## config.mk

```make
export PLATFORM = sky130hd
export DESIGN_NAME = adc_channel_scheduler_flat
export DESIGN_NICKNAME = d
export VERILOG_FILES = /design/src/rtl/adc_channel_scheduler_pkg.sv /design/src/rtl/adc_channel_scheduler_if.sv /design/src/rtl/adc_channel_scheduler_sample_tick_gen.sv /design/src/rtl/adc_channel_scheduler.sv /design/src/flat_wrapper.sv
export SDC_FILE = /design/constraint.sdc
export NUM_CORES = 1
export LEC_CHECK = 0
export BUFFER_PORTS_ARGS = -buffer_cell sky130_fd_sc_hd__buf_2
export CORE_UTILIZATION = 60
export DETAILED_ROUTE_END_ITERATION = 7
export GPL_ROUTABILITY_DRIVEN = 1
export PLACE_DENSITY = 0.91
export SYNTH_ARGS = -nofsm -noshare
export SYNTH_HDL_FRONTEND = slang
export SYNTH_SLANG_ARGS = --single-unit
```

## constraint.sdc

```tcl
create_clock -name clk_in -period 3.8 [get_ports clk_in]
set_input_delay 0.57 -clock clk_in [delete_from_list [all_inputs] [get_ports clk_in]]
set_output_delay 0.57 -clock clk_in [all_outputs]
set_load 0.02 [all_outputs]
```

## src/rtl/adc_channel_scheduler_pkg.sv

```systemverilog
// Shared types and constants for the multiplexed ADC channel scheduler.
// Channel indices follow the analyzer's input order: phase voltages first, then currents.
package adc_channel_scheduler_pkg;

  localparam int DEF_NUM_CH = 6;
  localparam int DEF_CH_W   = 3;
  localparam int DEF_DATA_W = 8;

  localparam logic [DEF_CH_W-1:0] CH_VA = 3'd0;
  localparam logic [DEF_CH_W-1:0] CH_VB = 3'd1;
  localparam logic [DEF_CH_W-1:0] CH_VC = 3'd2;
  localparam logic [DEF_CH_W-1:0] CH_IA = 3'd3;
  localparam logic [DEF_CH_W-1:0] CH_IB = 3'd4;
  localparam logic [DEF_CH_W-1:0] CH_IC = 3'd5;

  typedef enum logic [1:0] {
    ST_IDLE    = 2'd0,
    ST_SETTLE  = 2'd1,
    ST_CONVERT = 2'd2,
    ST_STORE   = 2'd3
  } sched_state_t;

endpackage

```

## src/rtl/adc_channel_scheduler_if.sv

```systemverilog
// Bus between the scheduler, the analog mux / ADC controller, and the sample consumer.
// master = scheduler side; slave = ADC controller and downstream consumer side.
interface adc_channel_scheduler_if
  import adc_channel_scheduler_pkg::*;
#(
  parameter int CH_W   = DEF_CH_W,
  parameter int DATA_W = DEF_DATA_W
);

  logic [CH_W-1:0]   mux_sel;
  logic              conv_start;
  logic              conv_done;
  logic [DATA_W-1:0] adc_data;
  logic              sample_valid;
  logic [CH_W-1:0]   sample_ch;
  logic [DATA_W-1:0] sample_data;
  logic              sample_err;
  logic              frame_done;

  modport master (
    output mux_sel, conv_start, sample_valid, sample_ch, sample_data, sample_err, frame_done,
    input  conv_done, adc_data
  );

  modport slave (
    input  mux_sel, conv_start, sample_valid, sample_ch, sample_data, sample_err, frame_done,
    output conv_done, adc_data
  );

endinterface

```

## src/rtl/adc_channel_scheduler_sample_tick_gen.sv

```systemverilog
// Frame-rate tick generator: wrapping period counter, held at zero while disabled,
// so the first tick arrives a full period after enable rises.
module sample_tick_gen #(
  parameter int SAMPLE_PERIOD = 1667
) (
  input  logic clk_in,
  input  logic reset,
  input  logic enable,
  output logic tick
);

  localparam int PER_W = (SAMPLE_PERIOD > 1) ? $clog2(SAMPLE_PERIOD) : 1;
  localparam logic [PER_W-1:0] PER_LAST = PER_W'(SAMPLE_PERIOD - 1);

  logic [PER_W-1:0] count_reg;

  always_ff @(posedge clk_in or posedge reset) begin
    if (reset) begin
      count_reg <= '0;
    end else if (!enable || (count_reg == PER_LAST)) begin
      count_reg <= '0;
    end else begin
      count_reg <= count_reg + PER_W'(1);
    end
  end

  assign tick = enable && (count_reg == PER_LAST);

endmodule

```

## src/rtl/adc_channel_scheduler.sv

```systemverilog
// Sequences one serial ADC over NUM_CH mux inputs per frame tick: select, settle,
// convert (with timeout), then emit a tagged sample; flags overruns and timeouts.
module adc_channel_scheduler
  import adc_channel_scheduler_pkg::*;
#(
  parameter int NUM_CH        = DEF_NUM_CH,
  parameter int CH_W          = DEF_CH_W,
  parameter int DATA_W        = DEF_DATA_W,
  parameter int SAMPLE_PERIOD = 1667,
  parameter int SETTLE_CYCLES = 83,
  parameter int CONV_TIMEOUT  = 1000
) (
  input  logic                            clk_in,
  input  logic                            reset,
  input  logic                            enable,
  adc_channel_scheduler_if.master         bus,
  output logic                            busy,
  output logic                            overrun,
  output logic                            timeout_err
);

  localparam int SETTLE_W = (SETTLE_CYCLES > 1) ? $clog2(SETTLE_CYCLES) : 1;
  localparam int TMO_W    = (CONV_TIMEOUT > 1) ? $clog2(CONV_TIMEOUT) : 1;
  localparam logic [CH_W-1:0]     LAST_CH     = CH_W'(NUM_CH - 1);
  localparam logic [SETTLE_W-1:0] SETTLE_LOAD = SETTLE_W'(SETTLE_CYCLES - 1);
  localparam logic [TMO_W-1:0]    TMO_LAST    = TMO_W'(CONV_TIMEOUT - 1);

  logic tick;

  sample_tick_gen #(.SAMPLE_PERIOD(SAMPLE_PERIOD)) u_tick_gen (
    .clk_in (clk_in),
    .reset  (reset),
    .enable (enable),
    .tick   (tick)
  );

  sched_state_t      state_reg,        state_next;
  logic [CH_W-1:0]   ch_reg,           ch_next;
  logic [CH_W-1:0]   mux_sel_reg,      mux_sel_next;
  logic [SETTLE_W-1:0] settle_cnt_reg, settle_cnt_next;
  logic [TMO_W-1:0]  timeout_cnt_reg,  timeout_cnt_next;
  logic              conv_start_reg,   conv_start_next;
  logic              sample_valid_reg, sample_valid_next;
  logic [CH_W-1:0]   sample_ch_reg,    sample_ch_next;
  logic [DATA_W-1:0] sample_data_reg,  sample_data_next;
  logic              sample_err_reg,   sample_err_next;
  logic              frame_done_reg,   frame_done_next;
  logic              overrun_reg,      overrun_next;
  logic              timeout_err_reg,  timeout_err_next;

  always_ff @(posedge clk_in or posedge reset) begin
    if (reset) begin
      state_reg        <= ST_IDLE;
      ch_reg           <= '0;
      mux_sel_reg      <= '0;
      settle_cnt_reg   <= '0;
      timeout_cnt_reg  <= '0;
      conv_start_reg   <= 1'b0;
      sample_valid_reg <= 1'b0;
      sample_ch_reg    <= '0;
      sample_data_reg  <= '0;
      sample_err_reg   <= 1'b0;
      frame_done_reg   <= 1'b0;
      overrun_reg      <= 1'b0;
      timeout_err_reg  <= 1'b0;
    end else begin
      state_reg        <= state_next;
      ch_reg           <= ch_next;
      mux_sel_reg      <= mux_sel_next;
      settle_cnt_reg   <= settle_cnt_next;
      timeout_cnt_reg  <= timeout_cnt_next;
      conv_start_reg   <= conv_start_next;
      sample_valid_reg <= sample_valid_next;
      sample_ch_reg    <= sample_ch_next;
      sample_data_reg  <= sample_data_next;
      sample_err_reg   <= sample_err_next;
      frame_done_reg   <= frame_done_next;
      overrun_reg      <= overrun_next;
      timeout_err_reg  <= timeout_err_next;
    end
  end

  // Sample outputs are registered at the CONVERT->STORE transition so that
  // sample_valid/frame_done are high exactly during the STORE cycle.
  always_comb begin
    state_next        = state_reg;
    ch_next           = ch_reg;
    mux_sel_next      = mux_sel_reg;
    settle_cnt_next   = settle_cnt_reg;
    timeout_cnt_next  = timeout_cnt_reg;
    conv_start_next   = 1'b0;
    sample_valid_next = 1'b0;
    sample_ch_next    = sample_ch_reg;
    sample_data_next  = sample_data_reg;
    sample_err_next   = sample_err_reg;
    frame_done_next   = 1'b0;
    overrun_next      = overrun_reg || (tick && (state_reg != ST_IDLE));
    timeout_err_next  = timeout_err_reg;

    case (state_reg)
      ST_IDLE: begin
        if (tick) begin
          ch_next         = '0;
          mux_sel_next    = '0;
          settle_cnt_next = SETTLE_LOAD;
          state_next      = ST_SETTLE;
        end
      end

      ST_SETTLE: begin
        timeout_cnt_next = '0;
        if (settle_cnt_reg == '0) begin
          conv_start_next = 1'b1;
          state_next      = ST_CONVERT;
        end else begin
          settle_cnt_next = settle_cnt_reg - SETTLE_W'(1);
        end
      end

      ST_CONVERT: begin
        if (bus.conv_done) begin
          sample_valid_next = 1'b1;
          sample_ch_next    = ch_reg;
          sample_data_next  = bus.adc_data;
          sample_err_next   = 1'b0;
          frame_done_next   = (ch_reg == LAST_CH);
          state_next        = ST_STORE;
        end else if (timeout_cnt_reg == TMO_LAST) begin
          sample_valid_next = 1'b1;
          sample_ch_next    = ch_reg;
          sample_data_next  = '0;
          sample_err_next   = 1'b1;
          frame_done_next   = (ch_reg == LAST_CH);
          timeout_err_next  = 1'b1;
          state_next        = ST_STORE;
        end else begin
          timeout_cnt_next = timeout_cnt_reg + TMO_W'(1);
        end
      end

      ST_STORE: begin
        if (ch_reg == LAST_CH) begin
          state_next = ST_IDLE;
        end else begin
          ch_next         = ch_reg + CH_W'(1);
          mux_sel_next    = ch_reg + CH_W'(1);
          settle_cnt_next = SETTLE_LOAD;
          state_next      = ST_SETTLE;
        end
      end

      default: state_next = ST_IDLE;
    endcase
  end

  assign bus.mux_sel      = mux_sel_reg;
  assign bus.conv_start   = conv_start_reg;
  assign bus.sample_valid = sample_valid_reg;
  assign bus.sample_ch    = sample_ch_reg;
  assign bus.sample_data  = sample_data_reg;
  assign bus.sample_err   = sample_err_reg;
  assign bus.frame_done   = frame_done_reg;
  assign busy             = (state_reg != ST_IDLE);
  assign overrun          = overrun_reg;
  assign timeout_err      = timeout_err_reg;

endmodule

```

## src/flat_wrapper.sv

```systemverilog
// flat-port wrapper written by rule: the top's interface ports become plain ports
module adc_channel_scheduler_flat import adc_channel_scheduler_pkg::*;
#(
  parameter int NUM_CH        = DEF_NUM_CH,
  parameter int CH_W          = DEF_CH_W,
  parameter int DATA_W        = DEF_DATA_W,
  parameter int SAMPLE_PERIOD = 1667,
  parameter int SETTLE_CYCLES = 83,
  parameter int CONV_TIMEOUT  = 1000
)
  (clk_in, reset, enable, busy, overrun, timeout_err, bus_mux_sel, bus_conv_start, bus_sample_valid, bus_sample_ch, bus_sample_data, bus_sample_err, bus_frame_done, bus_conv_done, bus_adc_data);
  adc_channel_scheduler_if #(.CH_W(CH_W), .DATA_W(DATA_W)) bus_i ();
  input  logic clk_in;
  input  logic reset;
  input  logic enable;
  output logic busy;
  output logic overrun;
  output logic timeout_err;
  output wire logic [$bits(bus_i.mux_sel)-1:0] bus_mux_sel;
  output wire logic [$bits(bus_i.conv_start)-1:0] bus_conv_start;
  output wire logic [$bits(bus_i.sample_valid)-1:0] bus_sample_valid;
  output wire logic [$bits(bus_i.sample_ch)-1:0] bus_sample_ch;
  output wire logic [$bits(bus_i.sample_data)-1:0] bus_sample_data;
  output wire logic [$bits(bus_i.sample_err)-1:0] bus_sample_err;
  output wire logic [$bits(bus_i.frame_done)-1:0] bus_frame_done;
  input wire logic [$bits(bus_i.conv_done)-1:0] bus_conv_done;
  input wire logic [$bits(bus_i.adc_data)-1:0] bus_adc_data;
  assign bus_mux_sel = bus_i.mux_sel;
  assign bus_conv_start = bus_i.conv_start;
  assign bus_sample_valid = bus_i.sample_valid;
  assign bus_sample_ch = bus_i.sample_ch;
  assign bus_sample_data = bus_i.sample_data;
  assign bus_sample_err = bus_i.sample_err;
  assign bus_frame_done = bus_i.frame_done;
  assign bus_i.conv_done = bus_conv_done;
  assign bus_i.adc_data = bus_adc_data;
  adc_channel_scheduler #(.NUM_CH(NUM_CH), .CH_W(CH_W), .DATA_W(DATA_W), .SAMPLE_PERIOD(SAMPLE_PERIOD), .SETTLE_CYCLES(SETTLE_CYCLES), .CONV_TIMEOUT(CONV_TIMEOUT)) u_core (.clk_in(clk_in), .reset(reset), .enable(enable), .bus(bus_i), .busy(busy), .overrun(overrun), .timeout_err(timeout_err));
endmodule
```

==> results.json, run 1 <==
{
  "proportion_of_synthesized_flip_flops_having_asynchronous_set_or_reset_pct": 100,
  "grt_pass1_vias": 1871,
  "totalNegativeSetupSlack_ns": 0,
  "leakagePower_nw": 1.31,
  "die_width_microns": 65.6,
  "synth_warn": 0,
  "detailedRoute.firstPassIterationCount": 4,
  "rsz0062_at_grt": "no",
  "buffer_and_inverter_count_on_the_worst_path": 0,
  "place.detailed.instances": 304,
  "synth_seq_area_share_pct": 51.5,
  "synth-edff-count": 0,
  "cts_tree": "yes",
  "chipHeight_microns": 65.6,
  "maxSlewHeadroom_pct": 34.6,
  "ctsLongestPathBuffers": 2,
  "reg2reg_setup_slack_ns": 1.57,
  "tritoncts.num_buffers": 5,
  "critPathArrivalTime_ns": 2.42,
  "final_common_cell": "sky130_fd_sc_hd__dfrtp_1",
  "ioPinCount": 33,
  "final-seq-area_sq_um": 1250,
  "critical_path.max_fanout": 7,
  "largest_reg_flops": 11,
  "dpl_cell_area_sq_um": 2620,
  "final.setup.worst_slack_ns": 1.57,
  "dominantRegCellSynth": "sky130_fd_sc_hd__dfrtp_1",
  "path_cells": "or4_4 -> o41ai_4 -> o211ai_1 -> a2111oi_2 -> a21oi_1",
  "antenna_found_initial": 0,
  "synth_cells": 229,
  "drive_gt1_share_pct": 18.9,
  "finalCritPeriodShare_pct": 58.7,
  "drc_violation_total_after_the_first_tritonroute_iteration": 142,
  "num_vias": 1810,
  "max_slew.worst_pin.slew_ns": 0.979,
  "synth_area_sq_um": 2430,
  "place_ws_ns": 1.60,
  "nets_in_the_synthesized_netlist": 254,
  "pwr_density_cell_nw_per_um2": 641,
  "syn_avg_cell_area_sq_um": 10.6,
  "postCtsResizedCells": 0,
  "cell_types_with_the_largest_area_share_after_synthesis": "sky130_fd_sc_hd__dfrtp_1 52%, sky130_fd_sc_hd__ha_1 6.7%, sky130_fd_sc_hd__a22o_1 3.6%, sky130_fd_sc_hd__nor2_1 3.6%, sky130_fd_sc_hd__o21ai_0 2.7%",
  "rows": 22,
  "antenna_cells": 0,
  "max_cap_check_violation_count": 0,
  "path_clk_slew_ns": 0.09,
  "synth.ff_latch_count": 50,
  "track_usage_pct": 23.1,
  "post_cts_hold_buffer_count": 0,
  "cts.repair_timing.setup_buffer_count": 0,
  "design_power_total_mw": 1.74,
  "total_setup_violations_reported_at_the_end_of_the_flow": 0,
  "cts_root_buffer": "sky130_fd_sc_hd__clkbuf_8",
  "routed_via_density": 5.80,
  "critical_path.top_delay_family": "compound AO/OA/AOI/OAI gates",
  "data_required_time_of_the_worst_path_ns": 3.99,
  "core_footprint_sq_um": 3770,
  "grt_start_max_net_pins": 51,
  "critPathCaptureType": "register",
  "final.min_clock_period_ns": 2.23,
  "filler_cell_count": 266,
  "numPortBuffers": 32,
  "sort_of_element_at_the_start_of_the_critical_path": "register",
  "grt_overflow_total": 0,
  "count_of_endpoints_failing_hold_in_the_final_timing_report": 0,
  "yosysTopAreaCellShare_pct": 51.5,
  "layout.core_utilization_pct": 71.9,
  "irDropWorstVdd_mv": 0.297,
  "crit_type": "register to register",
  "final_cells": 312,
  "cpPeakStageDelay_ns": 0.55,
  "hpwlAfterDp_microns": 3280,
  "largest_area_contributor_in_the_netlist": "sky130_fd_sc_hd__dfrtp_1",
  "grt_pass1_wl_microns": 7530,
  "route.detailed.wl_per_inst_microns": 14.4,
  "slew_viol_final": 0,
  "multiInputGateArea_sq_um": 1100,
  "ctsHtreeMaxLevel": 2,
  "finClkSkew_ns": 0.00676,
  "area.growth.synth_to_final_pct": 11.6,
  "whs_ns": 0.465,
  "finalNetCount": 288,
  "area_of_the_die_sq_um": 4300,
  "layout.cells.most_common_list": "50 x sky130_fd_sc_hd__dfrtp_1, 32 x sky130_fd_sc_hd__buf_2, 23 x sky130_fd_sc_hd__nor2_1",
  "clock_sinks": 50,
  "min-delay-path-class": "register to register",
  "remaining_drc_errors": 0,
  "initial_utilization_pct": 64.4,
  "synth_cell_type_count": 46,
  "critical_path.slowest_cell": "sky130_fd_sc_hd__or4_4",
  "drt-total-wl_microns": 4500,
  "clock_insertion_delay_at_the_later_pin_of_the_skew_report_ns": 0.30,
  "fmaxAchievable_mhz": 449,
  "gp_routability_congestion": 0.842,
  "status": "completed",
  "final_design_area_no_fill_sq_um": 2710,
  "antenna_violating_nets_post_route": 0
}
-- worst register-to-register path: cells and delay by family, from the launching register on --
family	cells	cell delay, ns
simple gates	1	0.55
flops	1	0.44
compound gates	4	1.12
-- layout make-up --
class                           instances  area share, %
Sequential cell                        50           46.2
Multi-Input combinational cell        161           40.6
Timing Repair Buffer                   32           5.91
Clock buffer                            5           2.54
Tap cell                               48           2.22
Inverter                               13           1.80
Clock inverter                          3          0.785
-- per-layer routing --
layer / routed length [microns] / vias to the layer above / part of all wire, % / global-route usage, %
li1: - / 883 / - / -
met1: 1930 / 879 / 43 / 24.8
met2: 2350 / 40 / 52 / 41.9
met3: 145 / 8 / 3.2 / 6.08
met4: 64 / 0 / 1.4 / 10.6
met5: 0 / - / 0 / 0
-- kinds of logic (layout without fill, tap and decap cells) --
logic type / after synthesis / count (layout) / synth area share [%]
compound gates: 50 / 50 / 15.3
xor+xnor: 13 / 13 / 4.69
fa+ha+maj: 13 / 13 / 6.70
buf+inv: 18 / 53 / 3.14
flops: 50 / 50 / 51.5
mux: 3 / 3 / 1.39
simple gates: 82 / 82 / 17.3
-- power breakdown --
group | internal, mW | switching (mW) | leakage [nW]
Sequential | 0.644 | 0.0924 | 0.658
Clock | 0.129 | 0.175 | 0.0441
Combinational | 0.269 | 0.428 | 0.612
Total | 1.04 | 0.695 | 1.31
-- Yosys cell counts, types with 2 or more instances --
master / instances
sky130_fd_sc_hd__o2bb2ai_1: 2
sky130_fd_sc_hd__and3b_1: 2
sky130_fd_sc_hd__dfrtp_1: 50
sky130_fd_sc_hd__nand2_1: 14
sky130_fd_sc_hd__inv_1: 13
sky130_fd_sc_hd__a31oi_1: 3
sky130_fd_sc_hd__and3_1: 5
sky130_fd_sc_hd__ha_1: 13
sky130_fd_sc_hd__a22o_1: 10
sky130_fd_sc_hd__nand2b_1: 4
sky130_fd_sc_hd__a21oi_1: 7
sky130_fd_sc_hd__nand3b_1: 2
sky130_fd_sc_hd__nor2_1: 23
sky130_fd_sc_hd__nor3_1: 6
sky130_fd_sc_hd__o21ai_0: 13
sky130_fd_sc_hd__or3_1: 2
sky130_fd_sc_hd__nand4b_1: 2
sky130_fd_sc_hd__nor2b_1: 2
sky130_fd_sc_hd__nand4_1: 5
sky130_fd_sc_hd__xnor2_1: 7
sky130_fd_sc_hd__xor2_1: 6
sky130_fd_sc_hd__nand3_1: 10
sky130_fd_sc_hd__clkbuf_1: 3
sky130_fd_sc_hd__mux2_2: 3
-- final timing paths --
path / start / endpoint / cells past startpoint
worst min-delay path: u_core.timeout_err / u_core.timeout_err / 1
worst max-delay path: u_core.u_tick_gen.count_reg[5] / u_core.state_reg[0] / 5
worst min register to register: u_core.timeout_err / u_core.timeout_err / 1
min in group asynchronous: reset / u_core.bus.sample_valid / 2
worst max register to register: u_core.u_tick_gen.count_reg[5] / u_core.state_reg[0] / 5
max in group asynchronous: reset / u_core.settle_cnt_reg[6] / 2
Power figures use the tool's default switching activity.
==> run 2, diff against run 1 <==
--- a/config.mk
+++ b/config.mk
@@ -6,10 +6,10 @@
 export NUM_CORES = 1
 export LEC_CHECK = 0
 export BUFFER_PORTS_ARGS = -buffer_cell sky130_fd_sc_hd__buf_2
-export CORE_UTILIZATION = 60
+export CORE_UTILIZATION = 57
 export DETAILED_ROUTE_END_ITERATION = 7
 export GPL_ROUTABILITY_DRIVEN = 1
-export PLACE_DENSITY = 0.91
+export PLACE_DENSITY = 0.87
 export SYNTH_ARGS = -nofsm -noshare
 export SYNTH_HDL_FRONTEND = slang
 export SYNTH_SLANG_ARGS = --single-unit
==> constraint.sdc (replaced) <==
create_clock -name clk_in -period 2.2 [get_ports clk_in]
set_input_delay 0.33 -clock clk_in [delete_from_list [all_inputs] [get_ports clk_in]]
set_output_delay 0.33 -clock clk_in [all_outputs]
set_load 0.02 [all_outputs]
==> run 2 against run 1 <==
Against the previous run:
- power is 73% higher
- flip-flop and latch count stayed put
- wire length is 5.4% lower
- design area is 2.1% higher
- highest routed layer unchanged
==> results.json, run 2 (synthesized netlist as in run 1, its figures left out) <==
{
  "pwr_density_cell_nw_per_um2": 1090,
  "critical_path.slowest_cell": "sky130_fd_sc_hd__or4_4",
  "r2r.worst_path.cells": 5,
  "reg2reg_setup_slack_ns": 0.16,
  "area_of_the_die_sq_um": 4520,
  "top_usage_layer": "met2",
  "grt_start_max_net_pins": 23,
  "critPathArrivalTime_ns": 2.23,
  "globalRouteMet2Util_pct": 34.4,
  "ctsHtreeMaxLevel": 2,
  "clock_insertion_delay_at_the_later_pin_of_the_skew_report_ns": 0.31,
  "status": "completed",
  "cpPeakStageDelay_ns": 0.55,
  "clock_sinks": 50,
  "track_usage_pct": 21.5,
  "finClkSkew_ns": 0.0102,
  "crit_type": "register to register",
  "routed_via_density": 5.60,
  "data_required_time_of_the_worst_path_ns": 2.39,
  "final_cells": 320,
  "count_of_endpoints_failing_hold_in_the_final_timing_report": 0,
  "die_width_microns": 67.3,
  "path_cells": "or4_4 -> o41ai_4 -> o211ai_1 -> a2111oi_2 -> a21oi_1",
  "grtUsageMet1_pct": 27.1,
  "num_vias": 1792,
  "buffer_and_inverter_count_on_the_worst_path": 0,
  "detailedRoute.firstPassIterationCount": 4,
  "remaining_drc_errors": 0,
  "dpl_cell_area_sq_um": 2660,
  "comb_power_share_pct": 40.1,
  "min-delay-path-class": "primary input to register",
  "rr_startpoint": "u_core.u_tick_gen.count_reg[5]",
  "hpwlAfterDp_microns": 3130,
  "drive_gt1_share_pct": 20.7,
  "clock_network_fraction_of_total_power_pct": 17.9,
  "p_int_mw": 1.83,
  "chipHeight_microns": 67.3,
  "grt_pass1_vias": 1658,
  "critPathCaptureType": "register",
  "core_footprint_sq_um": 4060,
  "final.min_clock_period_ns": 2.04,
  "final_design_area_no_fill_sq_um": 2770,
  "critical_path.top_delay_family": "compound AO/OA/AOI/OAI gates",
  "hold_depth": 2,
  "ioPinCount": 33,
  "maxSlewHeadroom_pct": 63.1,
  "irDropWorstVdd_mv": 0.526,
  "totalNegativeSetupSlack_ns": 0,
  "switchingPower_mw": 1.19,
  "antenna_found_initial": 0,
  "slew_viol_final": 0,
  "sort_of_element_at_the_start_of_the_critical_path": "register",
  "drc_violation_total_after_the_first_tritonroute_iteration": 118,
  "netSwitchingFraction_pct": 39.4,
  "fmaxAchievable_mhz": 491,
  "regToRegEndpoint": "u_core.state_reg[0]",
  "worstHoldStart": "bus_adc_data[2]",
  "tritoncts.num_buffers": 5,
  "pwr-share-seq_pct": 42.1,
  "max_slew.worst_pin.slew_ns": 0.554,
  "area.growth.synth_to_final_pct": 14.0,
  "cts_tree": "yes",
  "layout.core_utilization_pct": 68.2,
  "max_cap_check_violation_count": 0,
  "largest_reg_flops": 11,
  "total_setup_violations_reported_at_the_end_of_the_flow": 0,
  "numPortBuffers": 32,
  "final_common_cell": "sky130_fd_sc_hd__dfrtp_1",
  "rows": 23,
  "grt_overflow_total": 0,
  "gp_routability_congestion": 0.842,
  "cts.repair_timing.setup_buffer_count": 0,
  "path_clk_slew_ns": 0.09,
  "route.detailed.wl_per_inst_microns": 13.3,
  "place.detailed.instances": 311,
  "initial_utilization_pct": 59.8,
  "drt-total-wl_microns": 4260,
  "leakagePower_nw": 1.34,
  "critical_path.max_fanout": 5,
  "grt_pass1_wl_microns": 7260,
  "worst_min_delay_path_endpoint": "u_core.bus.sample_data[2]",
  "rsz0062_at_grt": "no",
  "antenna_cells": 0,
  "finalNetCount": 294,
  "grt.met3_usage_pct": 5.74,
  "cts_root_buffer": "sky130_fd_sc_hd__clkbuf_8",
  "antenna_violating_nets_post_route": 0,
  "ctsLongestPathBuffers": 2,
  "finalCritPeriodShare_pct": 92.6,
  "layout.cells.most_common_list": "50 x sky130_fd_sc_hd__dfrtp_1, 32 x sky130_fd_sc_hd__buf_2, 23 x sky130_fd_sc_hd__nor2_1"
}
## run 2: power groups by stage
stage	Combinational (mW)	Sequential, mW	Clock, mW
after floorplan	0.777	1.40	0
after global placement	1.17	1.28	0
after detailed placement	1.20	1.28	0
after CTS	1.21	1.27	0.555
after global routing	1.35	1.30	0.594
final	1.21	1.27	0.538
## run 2: through the flow
stage	hold WS, ns	setup slack (ns)	total power, mW
global route	0.222	0.0102	3.24
floorplan	0.457	0.208	2.18
detailed placement	0.258	0.0803	2.49
CTS	0.222	0.0715	3.03
finish	0.232	0.162	3.01
global placement	0.254	0.112	2.44
## run 2: how the worst max path moves through the flow
| stage | startpoint | end | slack [ns] | cells after the start |
|---|---|---|---|---|
| final | u_core.u_tick_gen.count_reg[5] | u_core.state_reg[0] | 0.16 | 5 |
| after global routing | u_core.u_tick_gen.count_reg[5] | u_core.settle_cnt_reg[4] | 0.01 | 5 |
| after CTS | u_core.timeout_cnt_reg[0] | u_core.bus.sample_ch[0] | 0.07 | 5 |
| after detailed placement | u_core.timeout_cnt_reg[0] | u_core.bus.sample_ch[0] | 0.08 | 5 |
| after global placement | u_core.timeout_cnt_reg[0] | u_core.bus.sample_ch[2] | 0.11 | 5 |
| after floorplan | u_core.u_tick_gen.count_reg[5] | u_core.state_reg[0] | 0.21 | 5 |
## run 2: metal layers
metal	wire length, microns	share of wire (%)	vias up
met5	0	0	-
met4	91	2.1	0
met3	146	3.4	9
met2	2050	48	32
met1	1970	46	855
li1	-	-	896
## run 2: layout make-up
| cell class | count | area (sq um) |
|---|---|---|
| Clock buffer | 5 | 68.8 |
| Clock inverter | 3 | 23.8 |
| Fill cell | 308 | 1290 |
| Inverter | 13 | 48.8 |
| Multi-Input combinational cell | 161 | 1100 |
| Sequential cell | 50 | 1250 |
| Tap cell | 50 | 62.6 |
| Timing Repair Buffer | 38 | 208 |
## run 2: worst reg2reg max path: stages (launching register included)
cell and delay (ns):
sky130_fd_sc_hd__dfrtp_1 0.44, sky130_fd_sc_hd__or4_4 0.55, sky130_fd_sc_hd__o41ai_4 0.28, sky130_fd_sc_hd__o211ai_1 0.22, sky130_fd_sc_hd__a2111oi_2 0.36, sky130_fd_sc_hd__a21oi_1 0.08
## run 2: timing repair
item	4_1_cts	5_1_grt
gates resized for setup	0	1
hold endpoints to repair	9	0
endpoints found under the setup margin	0	2
hold buffers	1	0
==> run 3, diff against run 2 <==
--- a/config.mk
+++ b/config.mk
@@ -6,10 +6,12 @@
 export NUM_CORES = 1
 export LEC_CHECK = 0
 export BUFFER_PORTS_ARGS = -buffer_cell sky130_fd_sc_hd__buf_2
-export CORE_UTILIZATION = 57
+export CORE_UTILIZATION = 59
+export CTS_BUF_LIST = sky130_fd_sc_hd__clkbuf_8
 export DETAILED_ROUTE_END_ITERATION = 7
 export GPL_ROUTABILITY_DRIVEN = 1
-export PLACE_DENSITY = 0.87
+export PLACE_DENSITY = 0.89
 export SYNTH_ARGS = -nofsm -noshare
 export SYNTH_HDL_FRONTEND = slang
 export SYNTH_SLANG_ARGS = --single-unit
+export TNS_END_PERCENT = 20
==> run 3 against run 2 <==
Against the previous run:
- non-clock buffer count is the same
- register-to-register slack worse by 0.04 ns
- flip-flop and latch count did not move
- clock power is 8.7% higher
- critical endpoint unchanged
==> results.json, run 3 (synthesized netlist as in run 1, its figures left out) <==
{
  "status": "completed",
  "layout.cells.most_common_list": "50 x sky130_fd_sc_hd__dfrtp_1, 32 x sky130_fd_sc_hd__buf_2, 23 x sky130_fd_sc_hd__nor2_1",
  "path_clk_slew_ns": 0.09,
  "final.min_clock_period_ns": 2.08,
  "post_cts_hold_buffer_count": 0,
  "ctsLongestPathBuffers": 2,
  "numPortBuffers": 32,
  "die_width_microns": 66.1,
  "finalCritPeriodShare_pct": 94.6,
  "routed_via_density": 5.93,
  "grt_overflow_total": 0,
  "dpl_cell_area_sq_um": 2670,
  "crit_type": "register to register",
  "fmaxAchievable_mhz": 481,
  "min-delay-path-class": "primary input to async pin",
  "leakagePower_nw": 1.35,
  "buffer_and_inverter_count_on_the_worst_path": 0,
  "clock_insertion_delay_at_the_later_pin_of_the_skew_report_ns": 0.30,
  "cts.repair_timing.setup_buffer_count": 0,
  "critPathCaptureType": "register",
  "cts_root_buffer": "sky130_fd_sc_hd__clkbuf_8",
  "whs_ns": 0.0206,
  "rows": 22,
  "final_common_cell": "sky130_fd_sc_hd__dfrtp_1",
  "antenna_found_initial": 0,
  "path_cells": "or4_4 -> o41ai_4 -> o211ai_1 -> a2111oi_2 -> a21oi_1",
  "drt-total-wl_microns": 5070,
  "irDropWorstVdd_mv": 0.603,
  "gp_routability_congestion": 0.875,
  "drive_gt1_share_pct": 21.1,
  "track_usage_pct": 26.8,
  "grt_start_max_net_pins": 23,
  "finalNetCount": 294,
  "core_footprint_sq_um": 3800,
  "largest_reg_flops": 11,
  "grt_pass1_vias": 1896,
  "critical_path.top_delay_family": "compound AO/OA/AOI/OAI gates",
  "critical_path.max_fanout": 5,
  "hpwlAfterDp_microns": 3610,
  "slew_viol_final": 0,
  "critical_path.slowest_cell": "sky130_fd_sc_hd__or4_4",
  "rsz0062_at_grt": "yes",
  "num_vias": 1885,
  "max_cap_check_violation_count": 0,
  "detailedRoute.firstPassIterationCount": 4,
  "initial_utilization_pct": 63.9,
  "finClkSkew_ns": 0.0125,
  "critPathArrivalTime_ns": 2.26,
  "area.growth.synth_to_final_pct": 14.4,
  "ioPinCount": 33,
  "ctsHtreeMaxLevel": 2,
  "total_setup_violations_reported_at_the_end_of_the_flow": 0,
  "pwr_density_cell_nw_per_um2": 1130,
  "antenna_violating_nets_post_route": 0,
  "area_of_the_die_sq_um": 4370,
  "cts_tree": "yes",
  "final_design_area_no_fill_sq_um": 2780,
  "data_required_time_of_the_worst_path_ns": 2.38,
  "max_slew.worst_pin.slew_ns": 0.580,
  "maxSlewHeadroom_pct": 61.4,
  "antenna_cells": 0,
  "tritoncts.num_buffers": 5,
  "drc_violation_total_after_the_first_tritonroute_iteration": 164,
  "chipHeight_microns": 66.1,
  "clock_sinks": 50,
  "remaining_drc_errors": 0,
  "cpPeakStageDelay_ns": 0.55,
  "sort_of_element_at_the_start_of_the_critical_path": "register",
  "count_of_endpoints_failing_hold_in_the_final_timing_report": 0,
  "route.detailed.wl_per_inst_microns": 15.9,
  "grt_pass1_wl_microns": 8760,
  "layout.core_utilization_pct": 73.1
}
==> run 3: cell types whose count changed in the layout (fill, tap and decap cells not counted), sizes merged <==
cell	before	now
clkbuf	5	7
clkinvlp	2	0
buf	37	38
clkinv	0	1
dlygate4sd3	1	0
inv	14	13
==> run 3: cell type report <==
type | count | area [sq um]
tap | 48 | 60.1
clock inverter | 1 | 8.76
sequential | 50 | 1250
clock buffer | 7 | 96.3
timing repair buffer | 38 | 205
multi-input combinational | 161 | 1110
inverter | 13 | 48.8
fill | 264 | 1020
==> run 3: stage by stage <==
step	instances	setup WS, ns	setup TNS, ns	power (mW)
6_report	318	0.119	0	3.14
2_1_floorplan	229	0.208	0	2.18
5_1_grt	318	-0.0202	-0.0202	3.34
4_1_cts	318	0.0514	0	3.13
3_3_place_gp	310	0.159	0	2.45
3_5_place_dp	310	0.0853	0	2.53
==> run 3: path summary, 6_finish.rpt <==
kind	startpoint	endpoint	slack [ns]	cells after the start
worst max-delay path	u_core.u_tick_gen.count_reg[5]	u_core.state_reg[0]	0.12	5
worst min-delay path	reset	u_core.u_tick_gen.count_reg[7]	0.02	2
worst max register to register	u_core.u_tick_gen.count_reg[5]	u_core.state_reg[0]	0.12	5
worst min register to register	u_core.overrun	u_core.overrun	0.47	1
max in group asynchronous	reset	u_core.bus.sample_data[5]	1.57	3
min in group clk_in	bus_adc_data[2]	u_core.bus.sample_data[2]	0.24	2
==> run 3: timing repair <==
| action | CTS | global route |
|---|---|---|
| endpoints found under the setup margin | 0 | 4 |
| hold endpoints to repair | 0 | 0 |
| resized for setup | 0 | 2 |
==> run 3: report_power, final <==
| group | internal, mW | switching, mW | leakage (nW) |
|---|---|---|---|
| combinational | 0.502 | 0.782 | 0.642 |
| sequential | 1.11 | 0.159 | 0.658 |
| clock | 0.288 | 0.297 | 0.0544 |
| total | 1.90 | 1.24 | 1.35 |
==> run 3: metal layers <==
metal,track usage [%],routed length (microns),part of all wire (%),vias up
li1,-,-,-,895
met1,34.0,2160,43,930
met2,46.2,2630,52,51
met3,4.66,203,4.0,9
met4,8.78,70,1.4,0
met5,0,0,0,-
